[src/rtl/ser_pkg.sv]
`default_nettype none
// ============================================================================
// Module   : ser_pkg
// Brief    : Shared state encoding and default frame constants for the serial link.
// Revision : 1.0
// ============================================================================
package ser_pkg;

   typedef enum logic [1:0] {
      IDLE  = 2'b00,
      START = 2'b01,
      DATA  = 2'b10,
      STOP  = 2'b11
   } ser_state_e;

   localparam int c_data_w  = 8;
   localparam int c_bit_cyc = 4;

   // Counter width for values 0..n-1, never narrower than one bit.
   function automatic int cnt_width(input int n);
      return (n > 1) ? $clog2(n) : 1;
   endfunction

endpackage
`default_nettype wire

[src/rtl/ser_bit_timer.sv]
`default_nettype none
// ============================================================================
// Module   : ser_bit_timer
// Brief    : Enabled modulo-BIT_CYC cycle counter; tick marks the rollover cycle.
// Revision : 1.0
// ============================================================================
module ser_bit_timer
   import ser_pkg::*;
#(
   parameter int BIT_CYC = c_bit_cyc
)
(
   input  logic clk,
   input  logic reset_n,
   input  logic en,
   output logic tick
);

   localparam int                c_cnt_w = cnt_width(BIT_CYC);
   localparam logic [c_cnt_w-1:0] c_last = c_cnt_w'(BIT_CYC - 1);

   logic [c_cnt_w-1:0] r_cnt;

   always_ff @(posedge clk or negedge reset_n) begin
      if (!reset_n) begin
         r_cnt <= '0;
      end else if (en) begin
         if (r_cnt == c_last) begin
            r_cnt <= '0;
         end else begin
            r_cnt <= r_cnt + 1'b1;
         end
      end
   end

   assign tick = en && (r_cnt == c_last);

endmodule
`default_nettype wire

[src/rtl/ser_tx.sv]
`default_nettype none
// ============================================================================
// Module   : ser_tx
// Brief    : Serial frame transmitter: start bit, DATA_W bits LSB first, stop bit.
// Revision : 1.0
// ============================================================================
module ser_tx
   import ser_pkg::*;
#(
   parameter int DATA_W  = c_data_w,
   parameter int BIT_CYC = c_bit_cyc
)
(
   input  logic              clk,
   input  logic              reset_n,
   input  logic              en,
   input  logic              tx_valid,
   input  logic [DATA_W-1:0] tx_data,
   output logic              tx_ready,
   output logic              txd,
   output logic              busy
);

   localparam int                c_bit_w    = cnt_width(DATA_W);
   localparam logic [c_bit_w-1:0] c_last_bit = c_bit_w'(DATA_W - 1);

   ser_state_e          r_state,    w_state;
   logic [DATA_W-1:0]   r_shift,    w_shift;
   logic [c_bit_w-1:0]  r_bit_idx,  w_bit_idx;
   logic                r_txd,      w_txd;
   logic                r_tx_ready, w_tx_ready;
   logic                r_busy,     w_busy;
   logic                w_timer_en;
   logic                w_tick;

   // The timer only runs inside a frame so every frame starts from count 0.
   assign w_timer_en = en && (r_state != IDLE);

   ser_bit_timer #(
      .BIT_CYC (BIT_CYC)
   ) u_bit_timer (
      .clk     (clk),
      .reset_n (reset_n),
      .en      (w_timer_en),
      .tick    (w_tick)
   );

   always_ff @(posedge clk or negedge reset_n) begin
      if (!reset_n) begin
         r_state    <= IDLE;
         r_shift    <= '0;
         r_bit_idx  <= '0;
         r_txd      <= 1'b1;
         r_tx_ready <= 1'b1;
         r_busy     <= 1'b0;
      end else begin
         r_state    <= w_state;
         r_shift    <= w_shift;
         r_bit_idx  <= w_bit_idx;
         r_txd      <= w_txd;
         r_tx_ready <= w_tx_ready;
         r_busy     <= w_busy;
      end
   end

   always_comb begin
      w_state    = r_state;
      w_shift    = r_shift;
      w_bit_idx  = r_bit_idx;
      w_txd      = r_txd;
      w_tx_ready = r_tx_ready;
      w_busy     = r_busy;
      case (r_state)
         IDLE: begin
            if (en && tx_valid) begin
               w_shift    = tx_data;
               w_bit_idx  = '0;
               w_state    = START;
               w_txd      = 1'b0;
               w_tx_ready = 1'b0;
               w_busy     = 1'b1;
            end
         end
         START: begin
            if (w_tick) begin
               w_state = DATA;
               w_txd   = r_shift[0];
            end
         end
         DATA: begin
            if (w_tick) begin
               w_shift = r_shift >> 1;
               if (r_bit_idx == c_last_bit) begin
                  w_state   = STOP;
                  w_bit_idx = '0;
                  w_txd     = 1'b1;
               end else begin
                  w_bit_idx = r_bit_idx + 1'b1;
                  w_txd     = w_shift[0];
               end
            end
         end
         STOP: begin
            if (w_tick) begin
               w_state    = IDLE;
               w_txd      = 1'b1;
               w_tx_ready = 1'b1;
               w_busy     = 1'b0;
            end
         end
      endcase
   end

   assign txd      = r_txd;
   assign tx_ready = r_tx_ready;
   assign busy     = r_busy;

endmodule
`default_nettype wire
[config.mk]
export PLATFORM = sky130hd
export DESIGN_NAME = ser_tx
export DESIGN_NICKNAME = d
export VERILOG_FILES = /design/src/rtl/ser_pkg.sv /design/src/rtl/ser_bit_timer.sv /design/src/rtl/ser_tx.sv
export SDC_FILE = /design/constraint.sdc
export NUM_CORES = 1
export LEC_CHECK = 0
export ABC_CLOCK_PERIOD_IN_PS = 4500
export BUFFER_PORTS_ARGS = -buffer_cell sky130_fd_sc_hd__buf_2
export CORE_ASPECT_RATIO = 1.2
export CORE_MARGIN = 2
export CORE_UTILIZATION = 39
export DETAILED_ROUTE_END_ITERATION = 8
export PLACE_DENSITY_LB_ADDON = 0.15
export SLEW_MARGIN = 15
export SYNTH_ARGS = -nofsm -noshare
export SYNTH_HDL_FRONTEND = slang
export SYNTH_HIERARCHICAL = 1
export SYNTH_SLANG_ARGS = --single-unit
[constraint.sdc]
create_clock -name clk -period 4.5 [get_ports clk]
set_input_delay 0 -clock clk [delete_from_list [all_inputs] [get_ports clk]]
set_output_delay 0 -clock clk [all_outputs]
set_load 0.03 [all_outputs]
==> flow_metrics.env <==
export IMPL_status="completed"
export IMPL_critPathTopFamily="simple AND/OR/NAND/NOR gates"
export IMPL_finalWirelength_mm=1.89
export IMPL_fill_cells=266
export IMPL_cts_resized=0
export IMPL_gp_congestion=0.771
export IMPL_cp_endpoint="r_bit_idx[0]$_DFFE_PN0P_"
export IMPL_drive_above_1_share_pct=25.2
export IMPL_r2r_slack_ns=2.19
export IMPL_grtUsageTotal_pct=14.4
export IMPL_path_buf_inv=1
export IMPL_hold_class="in2reg"
export IMPL_power_switching_mw=0.331
export IMPL_post_cts_buffers=0
export IMPL_tns_ns=0
export IMPL_p_clk_share_pct=9.8
export IMPL_cts_hold_buffers_added=2
export IMPL_crit_start="r_state[0]$_DFFE_PN0P_"
export IMPL_pwr_share_comb_pct=54.6
export IMPL_layout_commonest_cell="dfrtp_1"
export IMPL_drt_iter0_markers=6
export IMPL_root_buffer="clkbuf_4"
export IMPL_post_route_util_pct=45.2
export IMPL_die_h_um=60.7
export IMPL_numPortBuffers=14
export IMPL_finClkSkew_ns=0.00356
export IMPL_timing_rr_start="r_state[0]$_DFFE_PN0P_"
export IMPL_synth_area_um2=1050
export IMPL_vdd_ir_drop_worst_v=0.000387
export IMPL_crit_type="reg2reg"
export IMPL_multi_input_area_um2=536
export IMPL_slowest_delay_ns=0.41
export IMPL_core_area_um2=2550
export IMPL_drv_slew=0
export IMPL_area_growth_pct=10.3
export IMPL_ys_seq_area_share_pct=43.3
export IMPL_period_share_pct=51.3
export IMPL_holdWs_ns=0.00758
export IMPL_path_clk_slew_ns=0.10
export IMPL_end_kind="flop"
export IMPL_whs_path_depth=3
export IMPL_worstPathRequired_ns=4.69
export IMPL_final_cells=140
export IMPL_postSynth_asyncResetShare_pct=100
export IMPL_clock_latency_ns=0.29
export IMPL_numCtsBuffers=3
export IMPL_ys_ff_latch=18
export IMPL_leakage_nw=0.508
export IMPL_std_cell_rows=20
export IMPL_mostFrequentLayoutCells="16 x dfrtp_1, 14 x buf_2, 11 x a21oi_1"
export IMPL_ys_flop_type="dfrtp_1"
export IMPL_firstDrtPassIters=3
export IMPL_vias_per_cell=5.34
export IMPL_grt_pass1_wl_mm=3.26
export IMPL_reg2regPathDepth=7
export IMPL_nets=129
export IMPL_grt_ovfl_total=0
export IMPL_drv_cap=0
export IMPL_ios=15
export IMPL_rsz0062_at_grt="no"
export IMPL_die_area_um2=3110
export IMPL_worst_path_stages=7
export IMPL_switching_share_pct=40.8
export IMPL_register_area_um2=453
export IMPL_start_kind="flop"
export IMPL_grt_max_degree=19
export IMPL_hpwlAfterDp_mm=1.40
export IMPL_final_hold_violation_count=0
export IMPL_synthCells=94
export IMPL_drc=0
export IMPL_vias=748
export IMPL_cp_cell_sequence="inv_1 -> ha_1 -> nor2b_1 -> and2_2 -> nand2b_1 -> and3_4 -> mux2_4"
export IMPL_ant_nets=0
export IMPL_period_needed_ns=2.31
export IMPL_tightest_slew_ns=0.705
export IMPL_worstPathArrival_ns=2.50
export IMPL_tritoncts="yes"
export IMPL_clock_fmax_mhz=433
export IMPL_cts_sinks=18
export IMPL_finalPower_mw=0.811
export IMPL_antenna_found_initial=0
export IMPL_synth_cell_types=32
export IMPL_htree_num_levels=1
export IMPL_powerDensity_nw_per_um2=703
export IMPL_p_int_mw=0.480
export IMPL_place_inst=135
export IMPL_relSlewSlack_pct=53.0
export IMPL_synth_edf_count=0
export IMPL_worst_path_max_delay_cell="dfrtp_1"
export IMPL_grt_pass1_vias=750
export IMPL_seq_power_share_pct=35.6
export IMPL_routedWlPerCell_um=13.5
export IMPL_syn_avg_cell_area_um2=11.1
export IMPL_reg2reg_to="r_bit_idx[0]$_DFFE_PN0P_"
export IMPL_clockBufferDepth=2
export IMPL_hp_start="tx_data[1]"
export IMPL_crit_path_max_fanout=9
export IMPL_syn_nets=114
export IMPL_initial_core_util_pct=41.0
export IMPL_die_w_um=51.3
export IMPL_setup_violations_final=0
export IMPL_antennaDiodeCount=0
export IMPL_yosys_warnings=6
-- synthesized netlist by cell type (3+ instances only) --
| cell type | instances | area, um2 |
|---|---|---|
| dfrtp_1 | 16 | 400 |
| a21oi_1 | 11 | 55.1 |
| a31oi_1 | 8 | 50.1 |
| ha_1 | 8 | 100 |
| mux2i_1 | 8 | 80.1 |
| buf_6 | 3 | 33.8 |
| inv_1 | 3 | 11.3 |
| nor2_1 | 3 | 11.3 |
| nor2b_1 | 3 | 18.8 |
| o21ai_0 | 3 | 15.0 |
-- worst reg2reg max path, cell delays in order (launching register included) --
cell and delay [ns]:
dfrtp_1 0.41, inv_1 0.09, ha_1 0.28, nor2b_1 0.29, and2_2 0.24, nand2b_1 0.29
and3_4 0.30, mux2_4 0.30
-- state kept, by name (all words and copies together), names as in the netlist --
signal	flops
txd	1
u_bit_timer/r_cnt	2
busy	1
r_bit_idx	3
r_shift	8
tx_ready	1
r_state	2
-- metrics by stage --
stage | setup slack [ns] | area [um2]
2_1_floorplan | 2.40 | 1050
3_3_place_gp | 2.29 | 1110
3_5_place_dp | 2.19 | 1110
4_1_cts | 2.18 | 1150
5_1_grt | 1.99 | 1150
6_report | 2.19 | 1150
-- worst min path at each step --
stage | to | slack [ns]
2_1_floorplan | busy$_DFFE_PN0P_ | -0.30
3_3_place_gp | r_shift[1]$_DFFE_PN0P_ | -0.04
3_5_place_dp | r_shift[1]$_DFFE_PN0P_ | -0.04
4_1_cts | r_shift[1]$_DFFE_PN0P_ | 0.01
5_1_grt | r_shift[6]$_DFFE_PN0P_ | 0.01
6_report | r_shift[1]$_DFFE_PN0P_ | 0.008
-- logic make-up (layout without fill, tap and decap cells) --
family	count (synthesis)	after routing	synth area share, %
buf+inv	9	22	5.50
simple gates	16	16	8.97
compound gates	31	31	20.0
mux	12	12	12.7
flops	18	18	43.3
fa+ha+maj	8	8	9.57
-- per-layer routing --
layer	up-vias	wire length (um)	GRT usage (%)
met1	357	893	18.5
met3	4	57	1.72
met4	0	34	7.89
met5	-	0	0
li1	373	-	-
met2	14	899	23.7
-- power by group through the flow --
| stage | logic (mW) | registers (mW) | clock network, mW |
|---|---|---|---|
| final | 0.443 | 0.289 | 0.0793 |
| after global routing | 0.499 | 0.301 | 0.0953 |
| after CTS | 0.449 | 0.290 | 0.0827 |
| after detailed placement | 0.448 | 0.293 | 0 |
| after global placement | 0.443 | 0.292 | 0 |
| after floorplan | 0.397 | 0.294 | 0 |
-- layout make-up --
cell class,instances,area share [%]
multi-input cells,67,46.4
well taps,33,3.58
clock buffers,3,1.95
flip-flops and latches,18,39.3
inverters,3,0.976
repair buffers,16,7.81
No activity file was read; power rests on OpenSTA's default activity.
